$ cat config.mk
export PLATFORM = sky130hd
export DESIGN_NAME = garbage_insert
export DESIGN_NICKNAME = d
export VERILOG_FILES = /design/src/rtl/tetris_field_pkg.sv /design/src/rtl/garbage_lfsr.sv /design/src/rtl/garbage_insert.sv
export SDC_FILE = /design/constraint.sdc
export NUM_CORES = 1
export LEC_CHECK = 0
export CORE_AREA = 2 2 312 314
export CTS_CLUSTER_DIAMETER = 80
export DETAILED_ROUTE_END_ITERATION = 16
export DIE_AREA = 0 0 314 316
export SETUP_SLACK_MARGIN = 0.4
export SYNTH_ARGS = -nofsm -noshare
export SYNTH_HDL_FRONTEND = slang
export SYNTH_SLANG_ARGS = --single-unit
export TNS_END_PERCENT = 30
$ cat constraint.sdc
create_clock -name clk -period 1.8 [get_ports clk]
set_clock_uncertainty 0.1 [all_clocks]
set_input_delay 0.36 -clock clk [delete_from_list [all_inputs] [get_ports clk]]
set_output_delay 0.36 -clock clk [all_outputs]
set_load 0.02 [all_outputs]
$ cat src/rtl/tetris_field_pkg.sv
// Shared playfield geometry, garbage-hole LFSR constants and the FSM state type
// used by the garbage inserter.
package tetris_field_pkg;
  localparam int ROWS      = 20;
  localparam int COLS      = 20;
  localparam int FIELD_W   = ROWS * COLS;
  localparam int MAX_LINES = 4;

  typedef logic [COLS-1:0] row_t;

  // x^8+x^6+x^5+x^4+1 as a mask over lfsr bits [7,5,4,3]
  localparam logic [7:0] GARBAGE_LFSR_SEED = 8'h01;
  localparam logic [7:0] GARBAGE_LFSR_TAPS = 8'hB8;

  typedef enum logic [1:0] {
    ST_IDLE,
    ST_SHIFT,
    ST_DONE
  } gi_state_e;

  // First bit of row r inside the flat field vector (row 0 is the top row).
  function automatic int unsigned row_lsb(input int unsigned r);
    return r * COLS;
  endfunction
endpackage

$ cat src/rtl/garbage_lfsr.sv
// Free-running 8-bit Fibonacci LFSR; its low five bits are folded into a
// playfield column 0..19 to pick the garbage hole.
module garbage_lfsr
  import tetris_field_pkg::*;
(
  input  logic       clk,
  input  logic       reset,
  output logic [4:0] hole
);
  logic [7:0] lfsr_q;
  logic [4:0] h;

  always_ff @(posedge clk) begin
    if (reset) lfsr_q <= GARBAGE_LFSR_SEED;
    else       lfsr_q <= {lfsr_q[6:0], ^(lfsr_q & GARBAGE_LFSR_TAPS)};
  end

  // 20..31 fold onto 8..19 so every value lands on a real column
  assign h    = lfsr_q[4:0];
  assign hole = (h < 5'd20) ? h : h - 5'd12;
endmodule

$ cat src/rtl/garbage_insert.sv
// Pushes up to MAX_LINES holed garbage rows into the bottom of the playfield,
// one row per clock, flagging top-out when a non-empty row falls off the top.
module garbage_insert
  import tetris_field_pkg::*;
(
  input  logic               clk,
  input  logic               reset,
  input  logic               start,
  input  logic [2:0]         lines,
  input  logic [0:FIELD_W-1] field_in,
  output logic               busy,
  output logic               done,
  output logic [0:FIELD_W-1] field_out,
  output logic               topout
);
  gi_state_e          state_q, state_d;
  logic [2:0]         cnt_q, cnt_d;
  logic [4:0]         hole_q, hole_d;
  logic [0:FIELD_W-1] work_q, work_d;
  logic [0:FIELD_W-1] field_q, field_d;
  logic               topout_q, topout_d;

  logic [4:0]         lfsr_hole;
  logic [2:0]         lines_clip;
  row_t               garb_row;
  logic [0:FIELD_W-1] shifted;

  garbage_lfsr u_lfsr (
    .clk   (clk),
    .reset (reset),
    .hole  (lfsr_hole)
  );

  // Column c maps to row bit COLS-1-c, so column 0 is the row MSB.
  genvar gi;
  for (gi = 0; gi < COLS; gi++) begin : g_garb
    assign garb_row[COLS-1-gi] = (hole_q != 5'(gi));
  end

  assign lines_clip = (lines > 3'(MAX_LINES)) ? 3'(MAX_LINES) : lines;
  assign shifted    = {work_q[row_lsb(1):FIELD_W-1], garb_row};

  always_comb begin
    state_d  = state_q;
    cnt_d    = cnt_q;
    hole_d   = hole_q;
    work_d   = work_q;
    field_d  = field_q;
    topout_d = topout_q;
    case (state_q)
      ST_IDLE: begin
        if (start) begin
          work_d   = field_in;
          hole_d   = lfsr_hole;
          topout_d = 1'b0;
          if (lines_clip == 3'd0) begin
            field_d = field_in;
            state_d = ST_DONE;
          end else begin
            cnt_d   = lines_clip;
            state_d = ST_SHIFT;
          end
        end
      end
      ST_SHIFT: begin
        if (work_q[row_lsb(0) +: COLS] != '0) topout_d = 1'b1;
        work_d = shifted;
        cnt_d  = cnt_q - 3'd1;
        // Result is published on entry to DONE so it is valid while done is high.
        if (cnt_q == 3'd1) begin
          field_d = shifted;
          state_d = ST_DONE;
        end
      end
      ST_DONE:  state_d = ST_IDLE;
      default:  state_d = ST_IDLE;
    endcase
  end

  always_ff @(posedge clk) begin
    if (reset) begin
      state_q  <= ST_IDLE;
      cnt_q    <= '0;
      hole_q   <= '0;
      work_q   <= '0;
      field_q  <= '0;
      topout_q <= 1'b0;
    end else begin
      state_q  <= state_d;
      cnt_q    <= cnt_d;
      hole_q   <= hole_d;
      work_q   <= work_d;
      field_q  <= field_d;
      topout_q <= topout_d;
    end
  end

  assign busy      = (state_q != ST_IDLE);
  assign done      = (state_q == ST_DONE);
  assign field_out = field_q;
  assign topout    = topout_q;
endmodule

After elaboration in Yosys (flattened, before gate mapping)

Cells that the tools add are included.

Logic and storage cells: 69
Bits in registers: 819
Output and inout bits: 403

$lt $le $gt $ge: 2
Reduce and logical (&&, ||, !) cells: 13
Add/subtract/negate cells: 2
Eq/ne operators: 27
Multiplexer cells: 18

Operators by type and width:

| cell                                                  | number |
|---|---|
| two-way mux 400 bit                                   | 4 |
| one-hot mux 400 bit (2 select lines)                  | 2 |
| != test 5 x 4 -> 1 bit (second input constant)        | 8 |
| != test 5 x 3 -> 1 bit (second input constant)        | 4 |
| != test 5 bit (second input constant)                 | 4 |
| nonzero test 20 bit                                   | 1 |
| != test 2 bit (second input constant)                 | 5 |
| != test 5 x 2 -> 1 bit (second input constant)        | 2 |
| two-way mux 3 bit                                     | 3 |
| parity 8 bit                                          | 1 |
| two-way mux 2 bit                                     | 3 |
| one-hot mux 3 bit (2 select lines)                    | 1 |
| AND reduction 2 bit                                   | 3 |
| AND reduction 3 bit                                   | 2 |
| < comparator 5 bit (second input constant)            | 1 |
| two-way mux 5 bit                                     | 1 |
| != test 5 x 1 -> 1 bit (second input constant)        | 1 |
| nonzero test 5 bit                                    | 1 |
| subtractor 5 x 4 -> 5 bit (second input constant)     | 1 |
| one-hot mux 2 bit (2 select lines)                    | 1 |
| AND reduction 4 bit                                   | 1 |
| nonzero test 2 bit                                    | 2 |
| == test 3 x 1 -> 1 bit (second input constant)        | 1 |
| greater-than comparator 3 bit (second input constant) | 1 |
| other kinds (7)                                       | 8 |

Depth between registers and ports, before layout

Gate-level depths: netlist (run 1).

Depth in word-level cells: 6
Mapped depth: 9
Depth with buffers taken out: 6

By module

Synthesis (run 1) repeated with hierarchy kept, for this count alone.

Cells, all modules: 3312
Area, all modules: 32203.4 sq um

Modules (own cells, without submodules):

| module         | cells an instance | area an instance (sq um) | times used |
|---|---|---|---|
| garbage_insert | 3283              | 31893.1                  | 1 |
| garbage_lfsr   | 29                | 310.3                    | 1 |

Worst setup path before layout (run 1)

No wires, ideal clock.

Path type: register to register
Start: register cnt_q[1]
End: register field_q, in the netlist field_out[20]
Cell stages (with the launch flop): 9
Path slack: 0.037 ns
Required time: 1.554 ns
Period minus slack after synthesis: 1.763 ns
Arrival: 1.517 ns
Path buffers: 3
Library setup time: 0.146 ns
Path through: dfxtp_1 -> inv_1 -> ha_1 -> nor2b_1 -> o221a_1 -> buf_4 -> buf_2 -> buf_4 -> a211oi_2

Cells in the longest elaborated chain, start to end: 3

RTL lines:

| item                          | line                 | RTL |
|---|---|---|
| start: declaration            | garbage_insert.sv:17 | `logic [2:0] cnt_q, cnt_d;` |
| start signal: assignment      | garbage_insert.sv:90 | `cnt_q <= cnt_d;` |
| == test 3 x 1 -> 1 bit        | garbage_insert.sv:70 | `if (cnt_q == 3'd1) begin` |
| != test 2 bit (no line)       | n/a                  |  |
| AND reduction 4 bit (no line) | n/a                  |  |
| end signal: assignment        | garbage_insert.sv:93 | `field_q <= field_d;` |
| end: declaration              | garbage_insert.sv:20 | `logic [0:FIELD_W-1] field_q, field_d;` |

No other way between the ends.
A chain may end at the register's enable or synchronous reset.

Final worst setup path (run 1)

Start: register state_q[1]
End: output busy

Cells in the longest elaborated chain, start to end: 1

RTL lines:

| item                     | line                 | RTL |
|---|---|---|
| start: declaration       | garbage_insert.sv:16 | `gi_state_e state_q, state_d;` |
| start signal: assignment | garbage_insert.sv:89 | `state_q <= state_d;` |
| nonzero test 2 bit       | garbage_insert.sv:98 | `assign busy = (state_q != ST_IDLE);` |
| end: declaration         | garbage_insert.sv:11 | `output logic busy,` |

No other way between the ends.

==> summary.txt, run 1 <==
Outcome
  – Status: finished, violations left
  – Failing checks: negative setup slack

Layout
  – FF/Latch Area: 16900 µm²
  – Area occupied by multi-input gates: 16500 µm²
  – Layout area overhead: 57.1%
  – Post-layout net count: around 4.8k
  – # fillers: 8440
  – Fin cells: 5797
  – Ratio of cells with drive above 1 in the final layout: 0.456

Placement
  – Gpl congestion: 0.878
  – DP HPWL: around 94 mm
  – Placed insts: 5403
  – Pre-CTS setup slack: -701 ps
  – Port buffer count: 808

Drt
  – Starting DRC count in detailed routing: 1897
  – Drt pass-1 iters: 5
  – DR vias/cell: 5.07
  – Drt wl/cell: ~23 µm
  – Drt drc: 0
  – Vias: 29.4k
  – Post-route ant nets: 0
  – Final wirelength: between 100 and 150 mm

Power and ir drop
  – Clock Power Share: 0.328
  – Power density over the cells: 1090 nW/µm²
  – Design Power: just under 60000 µW
  – Combinational power share: 0.287
  – Worst VDD drop: 739 µV
  – Leak Pwr: 0.0223 µW
  – NetSw: approximately 18000 µW
  – Sequential Power Share: 0.385
  – Switching share of total power: 0.311
  – Internal power: 40000 µW

Timing
  – Period minus WS final: 1960 ps
  – Slew Limit Fails: 0
  – Final Hold Viols: 0
  – RSZ-0062 raised after global routing: true
  – Total Neg Setup Slack: -19180 ps
  – Final setup vio count: a little under 400
  – Slew @ Worst Pin: 468 ps
  – Fmax: 510 MHz
  – Worst slew margin: 0.679
  – Part of the cycle the worst path needs: 1.09
  – PnR worst setup slack: -162 ps

Global routing
  – Busiest grt layer: met2
  – Grt total ovfl: 0
  – Initial antenna violation count: 30
  – GR Util met2: 0.411
  – Largest net degree at the start of global routing: 104
  – Tot GR Track Use: 0.241
  – GR Util met1: 0.294
  – Vias in the first global route: ~29k
  – First-pass GRT wire length: ~180 mm
  – Met3 usage: 0.0603

Floorplan
  – # IOs: 809
  – Core area: 96000 µm²
  – Die X-Extent: 314 µm
  – Die Area: 99200 µm²
  – Starting density of the core: 0.352
  – Die H: 316 µm
  – # rows: 114

Clocking
  – H-tree Lvls: 3
  – Clock root buffer: clkbuf_16
  – Clock Tree Buf Depth: 3
  – Clock transition at path regs: 60 ps
  – Clk_lat worst skew: 670 ps
  – CTS buffer count: 92
  – TritonCTS clock tree: done
  – Sink Count: 819

Worst setup path
  – Register-to-register setup slack: -150 ps
  – R2R depth: 9
  – Crit. End Element: output pin
  – Max FO, Critical Path: 4
  – WP data arrival: 1500 ps
  – Worst EP required: 1340 ps
  – Startpoint types: register
  – Crit Path Class: register to output pin

Synth
  – YS warnings: 0
  – Distinct cells, synth: 45
  – Simple logic cell fraction of the synthesized area: 0.102
  – Largest area contributor in the synthesized netlist: dfxtp_1
  – Top post-synthesis cells by count: 819 x dfxtp_1, 777 x nor2_1, 383 x a211oi_1, 380 x mux2i_1, 379 x a211oi_2
  – Mux share of post-synthesis cell area: 0.113
  – Largest family of logic cells by synthesized area: compound AO/OA/AOI/OAI gates
  – Number of synthesized flops with an enable pin: 0
  – Post-Syn Area: ~34000 µm²
  – Yosys reg bits: between 800 and 900
  – Cells after Synth: 3261
  – Synth top area share: 0.486
  – Sequential share of the synthesized area: 0.486
  – Ys flop type: dfxtp_1
  – Area contributors post-synth: dfxtp_1 49%, a211oi_2 14%, mux2i_1 11%
  – Adder-Cell Fraction of Synth Area: 0.00111
  – XOR/XNOR share of the synthesized area: 0.000779
  – Complex-gate fraction of the synthesized area: 0.244
  – Syn_nets: around 3.7k
  – Async set-reset flop share out of synthesis: 0
  – Count leader, synth: dfxtp_1
  – Syn Area/Cell: between 10 and 15 µm²

Worst hold path
  – Hold Path Depth: 3
  – Hold Path Class: input port to register

Flow run
  – Number of max-cap violations: 0
==> critical path: stages (launching register included) <==
cell	delay, ps
dfxtp_2	340
buf_6	110
or2_4	250
buf_12	140
==> timing repair <==
action,4_1_cts,5_1_grt
setup buffers,154,27
pin swaps,11,42
setup endpoints to repair,1214,1214
cloned,0,27
hold buffers,1,0
gates resized for setup,2721,93
endpoints found under the hold margin,9,0
==> area by class of cell <==
cell class,count,share of cell area
multi-input cells,2118,0.311
inverters,5,0.000354
diodes,17,0.000803
flip-flops and latches,819,0.319
clock buffers,130,0.0500
repair buffers,1394,0.281
well taps,1276,0.0301
clock inverters,38,0.00720
==> layer usage <==
metal	vias to the layer above	wire length, µm
met5	-	126
met4	20	3760
met3	194	8630
met2	862	64600
met1	14100	53700
li1	14200	-
==> path summary, 6_finish.rpt <==
path,start,end
max,state_q[1]$_SDFFE_PP0P_,busy
min,field_in[383],field_out[383]$_SDFFE_PP0P_
max reg2reg,cnt_q[1]$_SDFFE_PP0P_,field_out[388]$_SDFFE_PP0P_
min reg2reg,u_lfsr.lfsr_q[6]$_SDFF_PP0_,u_lfsr.lfsr_q[7]$_SDFF_PP0_
==> flip-flops by register name, indices dropped and copies added, names as in the netlist <==
signal	cells
topout	1
work_q	400
cnt_q	3
u_lfsr.lfsr_q	8
state_q	2
field_out	400
hole_q	5
==> through the flow <==
stage	utilization	cell area, µm²	hold slack (ps)
after detailed placement	0.482	46300	326
after floorplan	-	34600	314
after global routing	0.552	53000	300
final	0.552	53000	312
after CTS	0.537	51600	259
after global placement	0.482	46300	322
==> cells by family (layout without fill, tap and decap cells) <==
kind of cell    count (synthesis)  count (layout)
fa+ha+maj                       3               3
other cells                     0              17
simple gates                  878             878
xor+xnor                        3               3
mux                           381             381
flops                         819             819
compound gates                852             853
buf+inv                       325            1567
==> power by group through the flow <==
| stage | Sequential, µW | Clock [µW] | Combinational, µW |
|---|---|---|---|
| 5_1_grt | 22500 | 20100 | 17700 |
| 4_1_cts | 22300 | 19300 | 15800 |
| 2_1_floorplan | 23000 | 0 | 7420 |
| 6_report | 22300 | 19000 | 16700 |
| 3_5_place_dp | 22400 | 0 | 14800 |
| 3_3_place_gp | 22400 | 0 | 14600 |
==> placed cells by master (no fill, tap or decap), types with 48 or more instances in the layout <==
cell type | synthesis | final
dfxtp_1 | 819 | 453
nand2_1 | 48 | 48
nor2_1 | 777 | 631
clkbuf_16 | 0 | 117
clkdlybuf4s50_1 | 0 | 404
a211oi_2 | 379 | 384
buf_4 | 54 | 435
buf_6 | 38 | 392
buf_12 | 0 | 88
dfxtp_2 | 0 | 336
mux2i_1 | 380 | 359
nor2_2 | 0 | 103
a211oi_1 | 383 | 378
Power figures use the tool's default switching activity.
==> inputs of run 2 (changes only) <==
--- a/config.mk
+++ b/config.mk
@@ -10,6 +10,7 @@
 export DETAILED_ROUTE_END_ITERATION = 16
 export DIE_AREA = 0 0 314 316
 export SETUP_SLACK_MARGIN = 0.4
+export SLEW_MARGIN = 10
 export SYNTH_ARGS = -nofsm -noshare
 export SYNTH_HDL_FRONTEND = slang
 export SYNTH_SLANG_ARGS = --single-unit
==> results of run 2 <==
Same layout as run 1: the final DEF is identical, and so are final timing and power.
